**config.mk**
```make
export PLATFORM = sky130hd
export DESIGN_NAME = hwag_coil_sched
export DESIGN_NICKNAME = d
export VERILOG_FILES = /design/src/rtl/hwag_coil_pkg.sv /design/src/rtl/hwag_coil_chan.sv /design/src/rtl/hwag_coil_sched.sv
export SDC_FILE = /design/constraint.sdc
export NUM_CORES = 1
export LEC_CHECK = 0
export CORE_AREA = 2 2 247 249
export CTS_CLUSTER_SIZE = 28
export DETAILED_ROUTE_END_ITERATION = 8
export DIE_AREA = 0 0 249 251
export DONT_BUFFER_PORTS = 1
export PLACE_DENSITY = 0.75
export RECOVER_POWER = 50
export SLEW_MARGIN = 20
export SYNTH_ARGS = -nofsm -noshare
export SYNTH_HDL_FRONTEND = slang
export SYNTH_SLANG_ARGS = --single-unit
```
**constraint.sdc**
```tcl
create_clock -name clk -period 4.8 [get_ports clk]
set_input_delay 0.48 -clock clk [delete_from_list [all_inputs] [get_ports clk]]
set_output_delay 0.48 -clock clk [all_outputs]
set_load 0.03 [all_outputs]
```
**src/rtl/hwag_coil_pkg.sv**
```systemverilog
// Shared definitions for the HWAG ignition coil scheduler.
// Contents:
//   ST_WAIT / ST_CHARGE - per-channel FSM state encodings
//   wrap_add()          - modulo-(maxacr+1) add used to build each channel's local angle
package hwag_coil_pkg;

  localparam logic [0:0] ST_WAIT   = 1'b0;
  localparam logic [0:0] ST_CHARGE = 1'b1;

  // Adds two angles that are each within 0..maxacr and folds the result back into
  // the same range. One extra bit of headroom holds the carry before folding, so
  // angles up to 32 bits wide are supported. Callers truncate to their own width.
  function automatic logic [31:0] wrap_add(input logic [31:0] a,
                                           input logic [31:0] b,
                                           input logic [31:0] maxacr);
    logic [32:0] sum;
    logic [32:0] lim;
    sum = {1'b0, a} + {1'b0, b};
    lim = {1'b0, maxacr};
    if (sum > lim) wrap_add = 32'(sum - (lim + 33'd1));
    else           wrap_add = sum[31:0];
  endfunction

endpackage

```
**src/rtl/hwag_coil_chan.sv**
```systemverilog
// One ignition coil channel.
// Builds a phase-shifted local angle from the master angle. Holds double-buffered
// charge/ignition angles. Runs the WAIT/CHARGE FSM with a maximum-dwell timeout.
// Ports:
//   clk, nrst            clock, asynchronous active-low reset
//   ena                  global enable (shadow writes ignore it)
//   hwag_start           angle sync valid; 0 forces WAIT
//   acnt_step, acnt_in   master angle step strobe and value
//   edge0                safe point for shadow-to-active transfer
//   ofs                  static phase offset of this channel
//   wr_sel               shadow write strobe already decoded for this channel
//   wr_charge, wr_ign    shadow write data
//   dwell_max            maximum charge time in clocks, 0 = no limit
//   flag_clr             clears the overrun flag
//   coil_out, ovr_flag, pending  channel outputs
module hwag_coil_chan
  import hwag_coil_pkg::*;
#(
  parameter int AW     = 24,
  parameter int TW     = 24,
  parameter int MAXACR = 3839
) (
  input  logic          clk,
  input  logic          nrst,
  input  logic          ena,
  input  logic          hwag_start,
  input  logic          acnt_step,
  input  logic [AW-1:0] acnt_in,
  input  logic          edge0,
  input  logic [AW-1:0] ofs,
  input  logic          wr_sel,
  input  logic [AW-1:0] wr_charge,
  input  logic [AW-1:0] wr_ign,
  input  logic [TW-1:0] dwell_max,
  input  logic          flag_clr,
  output logic          coil_out,
  output logic          ovr_flag,
  output logic          pending
);

  logic [AW-1:0] loc_d, loc_q;
  logic          stp_d, stp_q;
  logic [AW-1:0] sh_chg_d, sh_chg_q, sh_ign_d, sh_ign_q;
  logic [AW-1:0] act_chg_d, act_chg_q, act_ign_d, act_ign_q;
  logic          pending_d, pending_q;
  logic [0:0]    state_d, state_q;
  logic          coil_d, coil_q;
  logic [TW-1:0] cnt_d, cnt_q;
  logic          ovr_d, ovr_q;
  logic          hit_chg, hit_ign, tmo, xfer, ovr_set;

  always_comb begin
    // Local angle and the delayed step strobe that qualifies it
    loc_d = loc_q;
    stp_d = stp_q;
    if (ena) begin
      loc_d = AW'(wrap_add(32'(acnt_in), 32'(ofs), 32'(MAXACR)));
      stp_d = acnt_step;
    end

    // Angle events only count on the cycle the local angle actually advanced.
    // A channel with equal charge and ignition angles never fires.
    hit_chg = stp_q && (loc_q == act_chg_q) && (loc_q != act_ign_q);
    hit_ign = stp_q && (loc_q == act_ign_q);
    tmo     = (dwell_max != '0) && (cnt_q == dwell_max - TW'(1));

    // Shadow/active double buffer. On a write and a transfer in the same cycle,
    // active takes the old shadow and pending remains set for the new data.
    xfer      = ena && edge0 && pending_q && (state_q == ST_WAIT);
    sh_chg_d  = wr_sel ? wr_charge : sh_chg_q;
    sh_ign_d  = wr_sel ? wr_ign    : sh_ign_q;
    act_chg_d = xfer ? sh_chg_q : act_chg_q;
    act_ign_d = xfer ? sh_ign_q : act_ign_q;
    pending_d = wr_sel ? 1'b1 : (xfer ? 1'b0 : pending_q);

    // Coil FSM; loss of sync overrides the enable
    state_d = state_q;
    coil_d  = coil_q;
    cnt_d   = cnt_q;
    ovr_set = 1'b0;
    if (!hwag_start) begin
      state_d = ST_WAIT;
      coil_d  = 1'b0;
      cnt_d   = '0;
    end else if (ena) begin
      case (state_q)
        ST_WAIT: begin
          coil_d = 1'b0;
          if (hit_chg) begin
            state_d = ST_CHARGE;
            coil_d  = 1'b1;
            cnt_d   = '0;
          end
        end
        default: begin
          // A spark on the same clock as the timeout is a normal spark
          if (hit_ign) begin
            state_d = ST_WAIT;
            coil_d  = 1'b0;
          end else if (tmo) begin
            state_d = ST_WAIT;
            coil_d  = 1'b0;
            ovr_set = 1'b1;
          end else if (cnt_q != '1) begin
            cnt_d = cnt_q + TW'(1);
          end
        end
      endcase
    end

    // Sticky overrun flag; a new timeout beats a simultaneous clear
    ovr_d = ovr_q;
    if (ena && flag_clr) ovr_d = 1'b0;
    if (ovr_set)         ovr_d = 1'b1;
  end

  always_ff @(posedge clk or negedge nrst) begin
    if (!nrst) begin
      loc_q     <= '0;
      stp_q     <= 1'b0;
      sh_chg_q  <= '0;
      sh_ign_q  <= '0;
      act_chg_q <= '0;
      act_ign_q <= '0;
      pending_q <= 1'b0;
      state_q   <= ST_WAIT;
      coil_q    <= 1'b0;
      cnt_q     <= '0;
      ovr_q     <= 1'b0;
    end else begin
      loc_q     <= loc_d;
      stp_q     <= stp_d;
      sh_chg_q  <= sh_chg_d;
      sh_ign_q  <= sh_ign_d;
      act_chg_q <= act_chg_d;
      act_ign_q <= act_ign_d;
      pending_q <= pending_d;
      state_q   <= state_d;
      coil_q    <= coil_d;
      cnt_q     <= cnt_d;
      ovr_q     <= ovr_d;
    end
  end

  assign coil_out = coil_q;
  assign ovr_flag = ovr_q;
  assign pending  = pending_q;

endmodule

```
**src/rtl/hwag_coil_sched.sv**
```systemverilog
// N-channel ignition coil scheduler driven by the HWAG master angle count.
// The block decodes host shadow writes to one channel and fans the shared angle,
// sync, enable and dwell settings out to N_CH identical channels.
// Ports:
//   clk, nrst                 clock, asynchronous active-low reset
//   ena, hwag_start           global enable, angle sync valid
//   acnt_step, acnt_in        master angle step strobe and count
//   edge0                     tooth strobe used as the shadow transfer point
//   phase_ofs                 per-channel offsets, channel k at [k*AW +: AW]
//   wr_en, wr_ch, wr_charge, wr_ign   host shadow write
//   dwell_max                 maximum charge time in clocks (0 = off)
//   flag_clr                  clears all overrun flags
//   coil_out, ovr_flag, pending       per-channel outputs
module hwag_coil_sched
  import hwag_coil_pkg::*;
#(
  parameter int N_CH   = 4,
  parameter int AW     = 24,
  parameter int TW     = 24,
  parameter int MAXACR = 3839,
  localparam int CHW   = (N_CH > 1) ? $clog2(N_CH) : 1
) (
  input  logic             clk,
  input  logic             nrst,
  input  logic             ena,
  input  logic             hwag_start,
  input  logic             acnt_step,
  input  logic [AW-1:0]    acnt_in,
  input  logic             edge0,
  input  logic [N_CH*AW-1:0] phase_ofs,
  input  logic             wr_en,
  input  logic [CHW-1:0]   wr_ch,
  input  logic [AW-1:0]    wr_charge,
  input  logic [AW-1:0]    wr_ign,
  input  logic [TW-1:0]    dwell_max,
  input  logic             flag_clr,
  output logic [N_CH-1:0]  coil_out,
  output logic [N_CH-1:0]  ovr_flag,
  output logic [N_CH-1:0]  pending
);

  genvar k;
  generate
    for (k = 0; k < N_CH; k++) begin : g_ch
      // Channel numbers at or above N_CH match no instance and are dropped
      logic wr_sel;
      assign wr_sel = wr_en && (wr_ch == CHW'(k));

      hwag_coil_chan #(
        .AW     (AW),
        .TW     (TW),
        .MAXACR (MAXACR)
      ) u_chan (
        .clk        (clk),
        .nrst       (nrst),
        .ena        (ena),
        .hwag_start (hwag_start),
        .acnt_step  (acnt_step),
        .acnt_in    (acnt_in),
        .edge0      (edge0),
        .ofs        (phase_ofs[k*AW +: AW]),
        .wr_sel     (wr_sel),
        .wr_charge  (wr_charge),
        .wr_ign     (wr_ign),
        .dwell_max  (dwell_max),
        .flag_clr   (flag_clr),
        .coil_out   (coil_out[k]),
        .ovr_flag   (ovr_flag[k]),
        .pending    (pending[k])
      );
    end
  endgenerate

endmodule
```
* Word level (Yosys, flattened, before mapping)
Cells that the tools add are included.
** Operators by class
- $add $sub $neg :: 13
- Equal/unequal tests :: 44
- Bitwise logic cells :: 4
- Muxes and demuxes :: 109
- Reductions and logical operators :: 48
- $lt $le $gt $ge :: 4
** Operators with widths (count)
- 2-to-1 mux 24 bit :: 32
- == test 24 bit :: 12
- adder 24 x 24 -> 25 bit :: 4
- > comparator 25 x 12 -> 1 bit (second input constant) :: 4
- adder 24 x 1 -> 24 bit (second input constant) :: 4
- != test 24 bit :: 4
- != test 24 bit (second input constant) :: 4
- subtractor 24 x 12 -> 24 bit (second input constant) :: 4
- 2-to-1 mux 1 bit :: 77
- != test 3 bit (second input constant) :: 12
- logical AND 1 bit :: 30
- nonzero test 24 bit :: 1
- subtractor 24 x 1 -> 24 bit (second input constant) :: 1
- AND reduction 5 bit :: 4
- != test 4 bit (second input constant) :: 4
- nonzero test 2 bit :: 8
- != test 3 x 1 -> 1 bit (second input constant) :: 4
- AND reduction 2 bit :: 4
- == test 2 bit (second input constant) :: 2
- NOT 1 bit :: 4
- == test 2 x 1 -> 1 bit (second input constant) :: 1
- zero test 2 bit :: 1
- != test 2 bit (second input constant) :: 1
** Storage, ports and cells
- Logic and storage cells :: 263
- Register bits after elaboration :: 593

* Longest topological paths before layout
Gate-level depths: netlist of the first run.
- Depth after elaboration :: 9
- Mapped depth :: 16
- Mapped depth without buffers :: 16

* Cells and area by module
Synthesis of the first run repeated with hierarchy kept, for this count alone.
** Second synthesis, totals
- Cell total of the unflattened synthesis :: 3746
- Area, all modules :: 37442.2 µm²
** Modules (own cells, without submodules)
- hwag_coil_chan (g_ch[1].u_chan ...) :: area an instance 9472.8 µm², cells each 963, times used 2
- hwag_coil_chan (g_ch[3].u_chan) :: area an instance 9495.4 µm², cells each 954, times used 1
- hwag_coil_chan (g_ch[0].u_chan) :: area an instance 8963.6 µm², cells each 862, times used 1
- hwag_coil_sched :: area an instance 37.5 µm², cells each 4, times used 1

* Worst setup path before layout of the first run
OpenSTA, ideal clock, no wires.
- Path kind :: input port to flip-flop
- Start point :: in dwell_max[0]
- End point :: reg g_ch[2].u_chan.cnt_q[21]
- Data arrival time :: 3.956 ns
- Stages :: 14
- Data required time :: 4.668 ns
- Setup slack :: 0.712 ns
- Library setup time :: 0.132 ns
- Cell sequence :: clkbuf_1 inv_1 ha_1 clkbuf_1 inv_1 nor4_1 xnor3_1 nand2_1 or4b_2 or4b_2 o21ai_1 nor3_1 xnor2_1 nor2_1
** On the way
- Word-level cells in the longest chain between the ends :: 5
- Elaborated cells on any way between the ends :: 6
- Classes of those cells :: 1 x add/sub; 2 x eq/ne; 3 x reduce/logical
** Ends and longest elaborated chain
- start, declared :: line hwag_coil_sched.sv:35 : input logic [TW-1:0] dwell_max,
- subtractor 24 x 1 -> 24 bit :: line hwag_coil_chan.sv:65 : tmo = (dwell_max != '0) && (cnt_q == dwell_max - TW'(1));
- == test 24 bit :: line hwag_coil_chan.sv:65
- logical AND 1 bit * :: line hwag_coil_chan.sv:65
- != test 3 bit (no line) *
- AND reduction 5 bit (no line) *
- end signal, assigned :: line hwag_coil_chan.sv:140 : cnt_q <= cnt_d;
- end, declared :: line hwag_coil_chan.sv:48 : logic [TW-1:0] cnt_d, cnt_q;
Mark *: on every way between the ends. The rest lies on a longest branch, timed or not.
A chain may end at the register's enable or synchronous reset.

* Final worst setup path of the first run
- Start point :: reg g_ch[3].u_chan.loc_q[17]
- End point :: reg g_ch[3].u_chan.cnt_q[22]
** On the way
- Word-level cells in the longest chain between the ends :: 5
- Elaborated cells on any way between the ends :: 9
- Classes of those cells :: 5 x eq/ne; 4 x reduce/logical
** Ends and longest elaborated chain
- start, declared :: line hwag_coil_chan.sv:41 : logic [AW-1:0] loc_d, loc_q;
- start signal, assigned :: line hwag_coil_chan.sv:131 : loc_q <= loc_d;
- == test 24 bit :: line hwag_coil_chan.sv:63 : hit_chg = stp_q && (loc_q == act_chg_q) && (loc_q != act_ign_q);
- logical AND 1 bit (2 in a row) :: line hwag_coil_chan.sv:63
- != test 3 x 1 -> 1 bit (no line)
- AND reduction 5 bit (no line) *
- end signal, assigned :: line hwag_coil_chan.sv:140
- end, declared :: line hwag_coil_chan.sv:48
Marked as above.

==> results of run 1 <==
==> cell families (layout without fill, tap and decap cells) <==
kind of cell,after synthesis,after routing,share of synthesized area (%)
simple gates,991,991,14.8
buf+inv,224,281,2.54
compound gates,565,565,10.5
other cells,0,10,0
mux,422,422,13.3
flops,593,593,41.7
xor+xnor,468,468,13.1
fa+ha+maj,114,114,4.09
==> per-layer routing <==
metal	vias to the layer above	GRT usage, %	part of all wire, %
li1	12321	-	-
met1	13729	42.7	38
met2	999	62.8	50
met3	326	5.65	5.9
met4	16	21.3	6.6
met5	-	0	0.087
==> cell type report <==
type	count	area [sq um]	share of cell area, %
diodes	10	25.0	0.0642
clock buffers	84	1730	4.44
clock inverters	24	352	0.902
inverters	72	270	0.694
multi-input cells	2560	19900	51.0
flip-flops and latches	593	14800	38.1
well taps	782	978	2.51
repair buffers	101	890	2.28
==> state kept, by name, summed over array words and instances (netlist names) <==
register               count
g_ch.u_chan.coil_out       4
g_ch.u_chan.ovr_flag       4
g_ch.u_chan.pending        4
g_ch.u_chan.stp_q          1
g_ch.u_chan.sh_chg_q      96
g_ch.u_chan.sh_ign_q      96
g_ch.u_chan.act_chg_q     96
g_ch.u_chan.state_q        4
g_ch.u_chan.act_ign_q     96
g_ch.u_chan.cnt_q         96
g_ch.u_chan.loc_q         96
==> critical path: cells and delay by family (launching register included) <==
| family | cells | cell delay [ns] |
|---|---|---|
| compound gates | 4 | 1.27 |
| simple gates | 5 | 1.57 |
| xor+xnor | 1 | 0.18 |
| flops | 1 | 0.44 |
| buf+inv | 1 | 0.27 |
==> final timing paths <==
check | endpoint | slack [ns] | depth (start not counted)
max reg2reg | g_ch[3].u_chan.cnt_q[22] | 1.0 | 11
min | g_ch[1].u_chan.cnt_q[5] | -0.46 | 0
max | g_ch[3].u_chan.cnt_q[22] | 1.0 | 11
min in group clk | g_ch[3].u_chan.cnt_q[0] | 0.02 | 1
min reg2reg | g_ch[1].u_chan.act_ign_q[6] | 0.50 | 1
max in group asynchronous | g_ch[0].u_chan.loc_q[1] | 2.99 | 0
==> cell usage after synthesis, drive strengths merged, types with 18 or more instances <==
cell type / n
a211oi: 33
a21boi: 18
a21o: 37
a21oi: 153
a31oi: 29
and2: 35
and3: 49
buf: 63
clkbuf: 89
dfrtp: 593
ha: 110
inv: 72
mux2: 413
nand2: 180
nand3: 86
nand4: 86
nor2: 234
nor2b: 22
nor3: 65
nor4: 74
o211ai: 42
o21ai: 104
or3: 36
or4: 23
xnor2: 243
xnor3: 38
xor2: 184
==> through the flow <==
stage,std cells,instance area (sq um)
2_1_floorplan,3377,35600
3_3_place_gp,4059,36400
3_5_place_dp,4059,36400
4_1_cts,4216,38900
5_1_grt,4221,38900
6_report,4226,39000
==> where the power goes <==
part	leakage, uW	switching [uW]	internal [uW]	total (uW)
clock network	0.00102	2060	2850	4910
registers	0.00724	1360	6340	7700
logic	0.00812	2030	2260	4290
total	0.0164	5450	11400	16900
==> results_dict.tcl, run 1 <==
set metrics [dict create \
    die-area_sq_um 62500 \
    worstPathArrival_ns 4.36 \
    layout_setup_ws_ns 0.997 \
    drive_above_1_share_pct 17.6 \
    endpoint_kind "register" \
    tightest_slew_ns 2.96 \
    place_hpwl_mm 84.8 \
    cts_root_buf "clkbuf_16" \
    slew_headroom_pct -97.2 \
    grtUsageTotal_pct 36.1 \
    hp-class "in -> async" \
    die_x_microns 249 \
    grt_max_degree 594 \
    max_freq_ghz 0.263 \
    clock-sinks 593 \
    wl_per_cell_microns 26.9 \
    finalHoldWorstSlack_ns -0.461 \
    routed_wl_mm 114 \
    syn_area_sq_um 35600 \
    clk_pin_slew_ns 0.06 \
    yosys_warnings 0 \
    crit_slowest_cell "or4_1" \
    layout_common_cells "dfrtp_1, mux2_2, xnor2_1" \
    netlist_instances 3377 \
    syn-num-nets 3693 \
    cts_resized 0 \
    synthFlopType "dfrtp_1" \
    cts_tree "done" \
    path_cells "xor2_1 > nor4_1 > nand4_1 > or4_1 > a31oi_1 > o21ai_0 > a2bb2oi_1 > buf_4 > nand2_1 > or3_1 > a21oi_1" \
    cts-buffers-inserted 59 \
    layout_commonest_cell "dfrtp_1" \
    grt_pass1_wl_mm 171 \
    area_growth_pct 9.43 \
    p_leak_uw 0.0164 \
    num_vias 27391 \
    ys_seq_area_share_pct 41.7 \
    synthArstFlopShare_pct 100 \
    rsz0062_at_grt "false" \
    antenna_found_initial 20 \
    final_util_pct 65.2 \
    setup_tns_ns 0 \
    maxSlewViolCount 543 \
    dr.first_iter.drc_count 2034 \
    ios 214 \
    r2r-start "g_ch[3].u_chan.loc_q[17]" \
    status "finished, violations left" \
    max_stage_delay_ns 0.59 \
    num-fill-cells 4515 \
    maxCapViolCount 1 \
    hold_buffers 49 \
    skew_ns 0.0200 \
    synth.ff_latch_count 593 \
    die_h_microns 251 \
    setup_violations 0 \
    firstDrtPassIters 5 \
    required_ns 5.36 \
    viasPerCell 6.48 \
    cp-start-kind "register" \
    grt_pass1_vias 27915 \
    crit_type "reg -> reg" \
    row_count 90 \
    core_area_sq_um 59800 \
    final_antenna_net_count 0 \
    yosysTopAreaCell "dfrtp_1" \
    htree_levels 2 \
    finalHoldViolations 134 \
    violations "negative hold slack, max-capacitance violations, max-slew violations" \
    startpoint "g_ch[3].u_chan.loc_q[17]" \
    power_uw 16900 \
    ys_top_cells_by_area "dfrtp_1, mux2_2, xnor2_1, xor2_1, ha_1" \
    yosysUniqueCellTypes 91 \
    grt-ovfl-total 0 \
    finalCritPeriodShare_pct 79.2 \
    initial_core_util_pct 59.5 \
    layout.nets 3703 \
    cp_max_fo 20 \
    io_buffers 0 \
    p_per_area_nw_per_um2 434 \
    synthDominantCellAreaShare_pct 41.7 \
    post_cts_buffers 0 \
    synth.avg_cell_area_sq_um 10.5 \
    cts_buffer_depth 3 \
    synth_edf_count 0 \
    worst_skew_pair.late_latency_ns 0.64 \
    peakVddDrop_uv 399 \
    min_period_ns 3.80 \
    gp_congestion 0.970 \
    drc 0 \
    place_ws_ns 0.473 \
]
Power figures use the tool's default switching activity.
==> inputs of run 2 (changes only) <==
Settings changed: CORE_AREA 2 2 247 249 to 2 2 249 251, DIE_AREA 0 0 249 251 to 0 0 251 253, PLACE_DENSITY 0.75 to 0.77.
Clock period 4.8 ns to 3.3 ns, I/O delays scaled along.
==> results_dict.tcl, run 2 (same netlist as run 1, synthesis figures left out) <==
set metrics [dict create \
    cp-start-kind "register" \
    row_count 91 \
    max_freq_ghz 0.299 \
    grt_pass1_wl_mm 188 \
    wl_per_cell_microns 26.7 \
    setup_violations 1 \
    layout_common_cells "dfrtp_1, buf_4, mux2_2" \
    crit_buf_inv 1 \
    dr.first_iter.drc_count 2691 \
    drc 0 \
    grt_max_degree 594 \
    viasPerCell 6.45 \
    grt_pass1_vias 31452 \
    gp_congestion 0.991 \
    place_hpwl_mm 90.0 \
    hp-class "in -> reg" \
    crit_type "reg -> reg" \
    layout_commonest_cell "dfrtp_1" \
    cts_root_buf "clkbuf_16" \
    io_buffers 0 \
    grtUsageTotal_pct 39.2 \
    num_vias 30286 \
    routed_wl_mm 125 \
    initial_core_util_pct 58.3 \
    final_util_pct 70.5 \
    status "finished, violations left" \
    ios 214 \
    crit_slowest_cell "nor4_1" \
    finalHoldWorstSlack_ns 0.0300 \
    die-area_sq_um 63500 \
    r2r-start "g_ch[1].u_chan.loc_q[1]" \
    worstPathArrival_ns 3.88 \
    regToRegSetupSlack_ns -0.04 \
    crit_family "simple AND/OR/NAND/NOR gates" \
    antenna_found_initial 14 \
    layout_setup_ws_ns -0.0420 \
    finalHoldViolations 0 \
    clk_pin_slew_ns 0.06 \
    num-fill-cells 4192 \
    worst_skew_pair.late_latency_ns 0.68 \
    required_ns 3.84 \
    peakVddDrop_uv 540 \
    grt-ovfl-total 0 \
    max_stage_delay_ns 0.45 \
    ff2ff_path_depth 11 \
    maxCapViolCount 7 \
    p_per_area_nw_per_um2 600 \
    cts_buffer_depth 3 \
    cts-buffers-inserted 58 \
    layout.nets 4174 \
    area_growth_pct 20.8 \
    hold_end "g_ch[3].u_chan.cnt_q[23]" \
    core_area_sq_um 61000 \
    drive_above_1_share_pct 28.5 \
    worstHoldPathCells 3 \
    power_uw 25800 \
    p_leak_uw 0.0187 \
    endpoint_kind "register" \
    skew_ns 0.0782 \
    maxSlewViolCount 276 \
    die_x_microns 251 \
    cp_max_fo 23 \
    die_h_microns 253 \
    violations "max-capacitance violations, max-slew violations, negative setup slack" \
    final_antenna_net_count 0 \
    cts_tree "done" \
    htree_levels 2 \
    worstHoldStart "hwag_start" \
    path_cells "xor2_1 > nor4_1 > nand2_1 > nor4_1 > o2111ai_1 > nand2_1 > a21boi_1 > buf_4 > nand3b_1 > or3_1 > a21oi_1" \
    min_period_ns 3.34 \
    slew_headroom_pct -102 \
    firstDrtPassIters 6 \
    r2r_end "g_ch[1].u_chan.cnt_q[23]" \
    finalCritPeriodShare_pct 101 \
    clock-sinks 593 \
    tightest_slew_ns 3.04 \
    setup_tns_ns -0.0420 \
]
run 2: changes by cell type in the layout (fill, tap and decap cells not counted), moves of 14 or more:
| cell | before | now |
|---|---|---|
| nor4_1 | 70 | 53 |
| mux2_2 | 413 | 389 |
| clkbuf_1 | 10 | 32 |
| buf_4 | 50 | 479 |
| mux2_1 | 0 | 24 |
| nor4_2 | 2 | 16 |
run 2: how the worst max path moves through the flow:
stage | start | cells after the start | to | slack [ns]
3_5_place_dp | acnt_in[0] | 15 | g_ch[0].u_chan.loc_q[22] | -0.42
6_report | g_ch[1].u_chan.loc_q[1] | 11 | g_ch[1].u_chan.cnt_q[23] | -0.04
3_3_place_gp | acnt_in[6] | 14 | g_ch[0].u_chan.loc_q[22] | -0.34
2_1_floorplan | dwell_max[0] | 15 | g_ch[0].u_chan.cnt_q[9] | -0.27
5_1_grt | acnt_in[14] | 15 | g_ch[1].u_chan.loc_q[21] | -0.006
4_1_cts | g_ch[0].u_chan.cnt_q[0] | 11 | g_ch[0].u_chan.cnt_q[12] | 0.005
run 2: repair_timing:
action	4_1_cts	5_1_grt
gates resized for setup	6	23
cloned	0	0
setup endpoints to repair	23	66
hold endpoints to repair	881	231
buffers inserted	1	6
hold buffers	55	3
pin swaps	2	9
run 2: layout make-up:
class / instances / area (sq um) / area share, %
Multi-Input combinational cell: 2560 / 20500 / 47.7
Sequential cell: 593 / 14800 / 34.5
Timing Repair Buffer: 573 / 4490 / 10.4
Clock buffer: 80 / 1640 / 3.82
Tap cell: 790 / 988 / 2.30
Inverter: 72 / 279 / 0.649
Clock inverter: 20 / 253 / 0.588
Antenna cell: 9 / 22.5 / 0.0524
run 2: tightest hold or removal path, stage by stage:
cell and delay [ns]:
nor2b_1 0.12, o211ai_1 0.09, nand2_1 0.06
run 2: layer usage:
layer / up-vias / wire, microns / share of wire, % / global-route usage (%)
met5: - / 138 / 0.11 / 0
met4: 16 / 11300 / 9.1 / 29.8
met3: 592 / 10300 / 8.3 / 9.42
met2: 1491 / 60700 / 48 / 66.9
met1: 14930 / 42700 / 34 / 42.3
li1: 13257 / - / - / -
run 2: metrics by stage:
step / std cells / setup WS, ns / cell area (sq um)
4_1_cts: 4676 / 0.00548 / 42900
5_1_grt: 4691 / -0.00561 / 43000
6_report: 4697 / -0.0420 / 43000
3_3_place_gp: 4520 / -0.338 / 40400
2_1_floorplan: 3377 / -0.269 / 36300
3_5_place_dp: 4520 / -0.418 / 40400
run 2: power breakdown:
part           total [uW]  switching (uW)  leakage, uW  internal [uW]
sequential          11300            2100      0.00724           9220
combinational        7800            3740       0.0105           4060
clock                6710            2980     0.000930           3730
==> inputs of run 3 (changes only) <==
Settings changed: CORE_AREA 2 2 249 251 to 2 2 258 260, DIE_AREA 0 0 251 253 to 0 0 260 262, DONT_BUFFER_PORTS 1 to unset.
==> results_dict.tcl, run 3 (same netlist as run 1, synthesis figures left out) <==
set metrics [dict create \
    area_growth_pct 35.9 \
    ios 214 \
    min_period_ns 3.26 \
    max_freq_ghz 0.306 \
    clk_pin_slew_ns 0.06 \
    grt-ovfl-total 0 \
    hold_end "g_ch[1].u_chan.loc_q[0]" \
    path_cells "clkdlybuf4s50_1 > ha_1 > a21o_1 > nand4_1 > buf_4 > a21o_1 > nand2_1 > xor2_1 > ha_1 > nor3_1 > o211ai_1 > nand4b_1 > buf_4 > o2111a_1 > xnor2_1 > a21oi_1" \
    status "finished, violations left" \
    grt_max_degree 76 \
    setup_tns_ns 0 \
    gp_congestion 1.01 \
    dr.first_iter.drc_count 2497 \
    p_leak_uw 0.0213 \
    drc 0 \
    finalHoldWorstSlack_ns 0.134 \
    drive_above_1_share_pct 36.7 \
    skew_ns 0.0486 \
    post-place-cells 5038 \
    die_x_microns 260 \
    layout_commonest_cell "buf_4" \
    rsz0062_at_grt "true" \
    grt_pass1_wl_mm 184 \
    worstHoldPathCells 3 \
    final_util_pct 74.1 \
    peakVddDrop_uv 481 \
    cts_buffer_depth 3 \
    crit_slowest_cell "clkdlybuf4s50_1" \
    viasPerCell 6.05 \
    htree_levels 2 \
    final_cells 5191 \
    maxCapViolCount 1 \
    hp-class "in -> reg" \
    clock-sinks 593 \
    max_stage_delay_ns 0.52 \
    cts-buffers-inserted 57 \
    initial_core_util_pct 54.5 \
    worstPathArrival_ns 3.76 \
    regToRegSetupSlack_ns 0.06 \
    finalCritPeriodShare_pct 98.9 \
    p_per_area_nw_per_um2 561 \
    layout_setup_ws_ns 0.0360 \
    firstDrtPassIters 7 \
    die-area_sq_um 68100 \
    place_ws_ns -1.00 \
    grt_pass1_vias 32129 \
    core_area_sq_um 65300 \
    final_antenna_net_count 0 \
    worstHoldStart "phase_ofs[24]" \
    maxSlewViolCount 70 \
    die_h_microns 262 \
    row_count 94 \
    cp_max_fo 7 \
    layout_common_cells "buf_4, dfrtp_1, mux2_2" \
    cp-start-kind "input pin" \
    layout.nets 4601 \
    setup_violations 0 \
    wl_per_cell_microns 23.5 \
    routed_wl_mm 122 \
    worst_skew_pair.late_latency_ns 0.67 \
    slew_headroom_pct -48.3 \
    cts_root_buf "clkbuf_16" \
    endpoint_kind "register" \
    tightest_slew_ns 2.22 \
    r2r_end "g_ch[1].u_chan.cnt_q[23]" \
    place_hpwl_mm 92.9 \
    num_vias 31421 \
    ff2ff_path_depth 10 \
    finalHoldViolations 0 \
    grtUsageTotal_pct 35.4 \
    cts_tree "done" \
    antenna_found_initial 4 \
    crit_type "in -> reg" \
    violations "max-capacitance violations, max-slew violations" \
    r2r-start "g_ch[1].u_chan.loc_q[23]" \
    required_ns 3.80 \
    io_buffers 213 \
]
run 3: cell types whose count changed in the layout (fill, tap and decap cells not counted), sizes merged:
cell,before,now
buf,488,787
bufinv,3,13
clkbuf,110,82
clkdlybuf4s15,0,2
clkdlybuf4s50,0,158
clkinvlp,3,2
diode,9,1
dlygate4sd2,0,15
dlygate4sd3,55,1
dlymetal6s2s,0,28
inv,72,71
run 3: critical path, delay by kind of cell:
family	cells	cell delay (ns)
buf+inv	3	0.93
compound gates	5	0.88
xor+xnor	2	0.57
fa+ha+maj	2	0.53
simple gates	4	0.50
run 3: timing repair:
| item | CTS | global route |
|---|---|---|
| buffers inserted | 15 | 34 |
| hold endpoints to repair | 64 | 0 |
| hold buffers | 1 | 0 |
| resized for setup | 103 | 229 |
| pin swaps | 47 | 112 |
| cloned | 1 | 2 |
| setup endpoints to repair | 133 | 144 |
run 3: area by class of cell:
cell class | count | area (sq um)
fillers | 4412 | 16900
well taps | 864 | 1080
diodes | 1 | 2.50
inverters | 72 | 279
clock inverters | 28 | 533
multi-input cells | 2560 | 21600
repair buffers | 1001 | 8440
clock buffers | 72 | 1570
flip-flops and latches | 593 | 14800
run 3: layer usage:
metal / vias to the layer above / GRT usage [%] / wire length, microns
li1: 14116 / - / -
met1: 15568 / 40.3 / 44900
met2: 1253 / 62.2 / 60900
met3: 480 / 5.30 / 7310
met4: 4 / 23.3 / 9180
met5: - / 0 / 27
run 3: worst max-delay path by stage:
stage | startpoint | end
floorplan | dwell_max[0] | g_ch[0].u_chan.cnt_q[9]
global placement | acnt_in[1] | g_ch[1].u_chan.loc_q[9]
detailed placement | acnt_in[1] | g_ch[1].u_chan.loc_q[9]
CTS | acnt_in[8] | g_ch[2].u_chan.loc_q[21]
global route | acnt_in[4] | g_ch[0].u_chan.loc_q[23]
finish | phase_ofs[1] | g_ch[0].u_chan.loc_q[22]
run 3: through the flow:
stage	instance area (sq um)	power [uW]
6_report	48400	27100
5_1_grt	48400	28300
4_1_cts	47100	26700
3_5_place_dp	44500	19200
3_3_place_gp	44500	18700
2_1_floorplan	36300	15400
run 3: power breakdown:
part	leakage, uW	total, uW	internal (uW)	switching [uW]
clock	0.00103	7350	4390	2950
combinational	0.0130	8580	4700	3890
sequential	0.00724	11200	9220	1980
